$ cat src/rtl/mc_controller.sv
// Multi-cycle sequencer for the 19-bit ISA over a shared memory port.
// Steps the latched IR through DECODE/EXEC/MEM/WB and traps call-stack misuse.
module mc_controller #(
  parameter int STACK_DEPTH = 8,
  parameter int DEPTH_W     = 4
) (
  input  logic        clk,
  input  logic        rst,
  input  logic [18:0] mem_rdata,
  input  logic        mem_ready,
  input  logic        zero,
  input  logic        carry,
  output logic        mem_req,
  output logic        mem_read_write,
  output logic        ir_write,
  output logic        pc_write,
  output logic [1:0]  pc_src,
  output logic        reg2_read_source,
  output logic        alu_src,
  output logic        mem_or_alu,
  output logic        is_shift,
  output logic        reg_write_signal,
  output logic [2:0]  acode,
  output logic [1:0]  scode,
  output logic        stack_push,
  output logic        stack_pop,
  output logic        halted,
  output logic        fault,
  output logic [2:0]  state
);

  typedef enum logic [2:0] {
    S_FETCH  = 3'd0,
    S_DECODE = 3'd1,
    S_EXEC   = 3'd2,
    S_MEM    = 3'd3,
    S_WB     = 3'd4,
    S_HALT   = 3'd5,
    S_FAULT  = 3'd6
  } state_t;

  state_t             state_q, state_d;
  logic [18:0]        ir_q;
  logic [DEPTH_W-1:0] depth_q, depth_d;

  logic c_alu, c_sh, c_mem, c_br, c_jmp, c_ret;
  logic ld, mem_acc, br_taken, full, empty;

  assign c_alu   = ~ir_q[18];
  assign c_sh    = ir_q[18:16] == 3'b110;
  assign c_mem   = ir_q[18:16] == 3'b100;
  assign c_br    = ir_q[18:16] == 3'b101;
  assign c_jmp   = ir_q[18:15] == 4'b1110;
  assign c_ret   = ir_q[18:13] == 6'b111100;
  assign ld      = c_mem & (ir_q[15:14] == 2'b00);
  assign mem_acc = c_mem & ~ir_q[15];
  assign full    = depth_q == DEPTH_W'(STACK_DEPTH);
  assign empty   = depth_q == '0;

  // Condition select: bit 15 picks the flag, bit 14 inverts it.
  assign br_taken = (ir_q[15] ? carry : zero) ^ ir_q[14];

  assign state = state_q;

  always_comb begin
    state_d          = state_q;
    depth_d          = depth_q;
    mem_req          = 1'b0;
    mem_read_write   = 1'b0;
    ir_write         = 1'b0;
    pc_write         = 1'b0;
    pc_src           = 2'b00;
    reg2_read_source = 1'b0;
    alu_src          = 1'b0;
    mem_or_alu       = 1'b0;
    is_shift         = 1'b0;
    reg_write_signal = 1'b0;
    acode            = 3'b000;
    scode            = 2'b00;
    stack_push       = 1'b0;
    stack_pop        = 1'b0;
    halted           = 1'b0;
    fault            = 1'b0;
    unique case (state_q)
      S_FETCH: begin
        mem_req = 1'b1;
        if (mem_ready) begin
          ir_write = 1'b1;
          pc_write = 1'b1;
          state_d  = S_DECODE;
        end
      end
      S_DECODE: state_d = (&ir_q) ? S_HALT : S_EXEC;
      S_EXEC: begin
        state_d = S_FETCH;
        unique case (1'b1)
          c_alu: begin
            acode   = ir_q[16:14];
            alu_src = ir_q[17];
            state_d = S_WB;
          end
          c_sh: begin
            is_shift = 1'b1;
            scode    = ir_q[15:14];
            state_d  = S_WB;
          end
          c_mem: begin
            alu_src          = 1'b1;
            reg2_read_source = 1'b1;
            state_d          = S_MEM;
          end
          c_br: begin
            pc_write = br_taken;
            pc_src   = br_taken ? 2'b01 : 2'b00;
          end
          c_jmp: begin
            if (ir_q[14] && full) begin
              state_d = S_FAULT;
            end else begin
              pc_write   = 1'b1;
              pc_src     = 2'b01;
              stack_push = ir_q[14];
              depth_d    = depth_q + DEPTH_W'(ir_q[14]);
            end
          end
          c_ret: begin
            if (empty) begin
              state_d = S_FAULT;
            end else begin
              pc_write  = 1'b1;
              pc_src    = 2'b10;
              stack_pop = 1'b1;
              depth_d   = depth_q - 1'b1;
            end
          end
          default: state_d = S_FETCH;
        endcase
      end
      S_MEM: begin
        alu_src          = 1'b1;
        reg2_read_source = 1'b1;
        if (mem_acc) begin
          mem_req        = 1'b1;
          mem_read_write = ir_q[14];
          if (mem_ready) state_d = ld ? S_WB : S_FETCH;
        end else begin
          state_d = S_FETCH;
        end
      end
      S_WB: begin
        // Keep the ALU/shifter selects from EXEC so the result is stable.
        reg_write_signal = 1'b1;
        mem_or_alu       = ~ld;
        acode            = c_alu ? ir_q[16:14] : 3'b000;
        alu_src          = (c_alu & ir_q[17]) | c_mem;
        is_shift         = c_sh;
        scode            = c_sh ? ir_q[15:14] : 2'b00;
        state_d          = S_FETCH;
      end
      S_HALT:  halted = 1'b1;
      S_FAULT: fault  = 1'b1;
      default: state_d = S_FETCH;
    endcase
  end

  always_ff @(posedge clk) begin
    if (rst) begin
      state_q <= S_FETCH;
      ir_q    <= '0;
      depth_q <= '0;
    end else begin
      state_q <= state_d;
      depth_q <= depth_d;
      if (ir_write) ir_q <= mem_rdata;
    end
  end

endmodule

$ cat config.mk
export PLATFORM = sky130hd
export DESIGN_NAME = mc_controller
export DESIGN_NICKNAME = d
export VERILOG_FILES = /design/src/rtl/mc_controller.sv
export SDC_FILE = /design/constraint.sdc
export NUM_CORES = 1
export LEC_CHECK = 0
export CAP_MARGIN = 20
export CORE_ASPECT_RATIO = 0.8
export CORE_UTILIZATION = 51
export CTS_CLUSTER_DIAMETER = 150
export DETAILED_ROUTE_END_ITERATION = 7
export GPL_TIMING_DRIVEN = 1
export PLACE_DENSITY_LB_ADDON = 0.3
export SLEW_MARGIN = 10
export SYNTH_ARGS = -nofsm -noshare
export SYNTH_HDL_FRONTEND = slang
export SYNTH_SLANG_ARGS = --single-unit
$ cat constraint.sdc
create_clock -name clk -period 3.6 [get_ports clk]
set_input_delay 0.72 -clock clk [delete_from_list [all_inputs] [get_ports clk]]
set_output_delay 0.72 -clock clk [all_outputs]
set_load 0.05 [all_outputs]
==> results_dict.tcl <==
set metrics [dict create \
    critPathRequiredTime_ns 2.88 \
    finalWeightedCongestion 0.875 \
    worstHoldStart "ir_q[8]$_SDFFE_PP0P_" \
    root_buffer "clkbuf_8" \
    die_h_microns 51.9 \
    fin_ws_ns 0.293 \
    post-route-drc-count 0 \
    drive_gt1_share_pct 10.2 \
    path_buf_inv 1 \
    leakagePower_nw 0.795 \
    port_buffers 46 \
    final-setup-viol-count 0 \
    antenna_found_initial 0 \
    grt_max_degree 21 \
    path_clk_slew_ns 0.09 \
    p_sw_w 0.000265 \
    areaGrowthSynthToFinish_pct 33.4 \
    routed_wl_mm 3.60 \
    start_util_pct 55.8 \
    rr_endpoint "depth_q[3]$_SDFFE_PP0P_" \
    crit_type "flop to primary output" \
    drt.antenna.violating_nets 0 \
    synthCells 208 \
    drv_slew 0 \
    grt_overflow 0 \
    via_per_inst 5.54 \
    grt_usage_pct 23.1 \
    grt_pass1_vias 1373 \
    async_flop_share_pct 0 \
    rsz0062_at_grt "false" \
    syn_nets 236 \
    max_freq_mhz 302 \
    cts_sinks 26 \
    synth_edf_count 0 \
    fin_hold_ws_ns 0.462 \
    skew_ns 0.00580 \
    share_clk_of_total_power_pct 29.5 \
    cts_buffers 3 \
    synth_flop_cell "dfxtp_1" \
    first_pass_iters 4 \
    nets 274 \
    mostFrequentLayoutCells "44 x nand2_1, 43 x clkdlybuf4s50_1, 29 x a21oi_1" \
    critical_path_arrival_ns 2.59 \
    tightestPinTransition_ns 0.649 \
    crit_path_max_fanout 12 \
    htree_levels 1 \
    post-place-ws_ns 0.575 \
    cts_resized 0 \
    grt_pass1_wl_mm 6.09 \
    slowest_stage "clkdlybuf4s50_1" \
    antenna_cells 0 \
    peakVddDrop_uv 364 \
    cts_buffer_depth 2 \
    hp-class "flop to flop" \
    setup_tns_ns 0 \
    wl_per_cell_microns 12.7 \
    seq_power_share_pct 41.6 \
    maxSlewHeadroom_pct 56.4 \
    syn_area_sq_um 1590 \
    finalHoldViolations 0 \
    die_w_microns 64.4 \
    worst_setup_path_start_kind "flop" \
    yosys_warnings 0 \
    power_density_nw_per_um2 389 \
    cp_top_family "buffers and inverters" \
    ys_ff_latch 26 \
    seq_area_frac_synth_pct 32.7 \
    status "finished, final reports clean" \
    crit_path_cell_trace "nand2b_2, or2_2, a2111oi_2, clkdlybuf4s50_1" \
    internal-power_w 0.000560 \
    cts_tree "done" \
    yosys.cell_types.count 50 \
    fp.coreArea_sq_um 2850 \
    max_stage_delay_ns 0.86 \
    final_common_cell "nand2_1" \
    cts_hold_buf 0 \
    min_to "ir_q[8]$_SDFFE_PP0P_" \
    ios 47 \
    drt_iter0_drc 128 \
    cp-end-kind "primary output" \
    period_share_pct 91.9 \
    avgSynthCellArea_sq_um 7.65 \
    rr_startpoint "ir_q[17]$_SDFFE_PP0P_" \
    post_cts_buffers 0 \
    combPwrFrac_pct 28.9 \
    reg2reg_setup_slack_ns 1.33 \
    r2r_cells 9 \
    switching_share_pct 32.2 \
    hpwl_mm 2.61 \
    hold_depth 2 \
    clk_latency_ns 0.27 \
    dieArea_sq_um 3350 \
    via_count 1569 \
    period_minus_slack_ns 3.31 \
    drv_cap 0 \
    rows 17 \
]
how the worst max path moves through the flow:
stage | start | end | slack (ns) | depth (start not counted)
2_1_floorplan | state[1]$_SDFFE_PP0P_ | scode[1] | 0.10 | 6
3_3_place_gp | carry | pc_write | 0.62 | 7
3_5_place_dp | carry | pc_write | 0.57 | 7
4_1_cts | state[2]$_SDFFE_PP0P_ | stack_push | 0.30 | 4
5_1_grt | state[1]$_SDFFE_PP0P_ | acode[0] | 0.15 | 5
6_report | state[2]$_SDFFE_PP0P_ | stack_push | 0.29 | 4
synthesized netlist by cell type (2+ instances only):
master     n  area share (%)
xnor2_1    2             1.1
and3_1     2            0.79
ha_1       3             2.4
and2_1     5             2.0
a31oi_1    2            0.79
dfxtp_1   26              33
a211oi_1   3             1.4
buf_1      2            0.47
or2_2      2            0.79
nand4_1    3             1.2
and2_2     2            0.94
nor3_1     4             1.3
clkbuf_1   6             1.4
nor2_1    12             2.8
nor2b_1    6             2.4
buf_2      2            0.63
or2_4      2             1.1
mux2i_1    2             1.3
inv_1      9             2.1
nand3b_1   2            0.94
nor4_1     2            0.79
buf_4      4             1.9
nand2_1   44              10
a21oi_1   29             9.1
o21ai_0    7             2.2
layer usage:
layer / vias up / GRT usage (%) / routed length, microns
li1: 790 / - / -
met1: 702 / 29.9 / 1610
met2: 75 / 40.2 / 1730
met3: 2 / 4.61 / 253
met4: 0 / 4.44 / 10
met5: - / 0 / 0
final cells by class:
| type | count | area, sq um |
|---|---|---|
| clock buffer | 3 | 41.3 |
| sequential | 26 | 520 |
| tap | 38 | 47.5 |
| fill | 235 | 728 |
| timing repair buffer | 49 | 488 |
| multi-input combinational | 157 | 961 |
| clock inverter | 1 | 30.0 |
| inverter | 9 | 33.8 |
registers in the layout, summed over array words and instances, names as in the netlist:
signal,count
ir_q,19
state,3
depth_q,4
per-stage QoR:
step,area [sq um],total power (W),std cells,util [%]
global placement,2050,0.000581,279,71.9
CTS,2120,0.000826,283,74.5
finish,2120,0.000825,283,74.5
floorplan,1600,0.000511,208,-
detailed placement,2050,0.000585,279,71.9
global route,2120,0.000866,283,74.5
cells by family after synthesis:
group,after synthesis,share of synthesized area [%]
compound gates,52,20.5
buf+inv,25,7.55
flops,26,32.7
mux,3,2.20
simple gates,96,32.3
fa+ha+maj,4,3.62
xor+xnor,2,1.10
power by group through the flow:
stage                     Combinational (W)  Sequential [W]  Clock (W)
after floorplan                    0.000173        0.000339          0
after global placement             0.000233        0.000349          0
after detailed placement           0.000236        0.000349          0
after CTS                          0.000239        0.000343   0.000245
after global routing               0.000261        0.000347   0.000257
final                              0.000238        0.000344   0.000243
worst reg2reg max path, cell delays in order, from the launching register on:
cell	delay (ns)
dfxtp_1	0.59
nand4_4	0.17
or2_4	0.32
nand2_1	0.08
ha_1	0.16
nor2b_1	0.04
o21ai_0	0.21
a21oi_1	0.12
o21ai_2	0.16
mux2_4	0.30
Power figures use the tool's default switching activity.
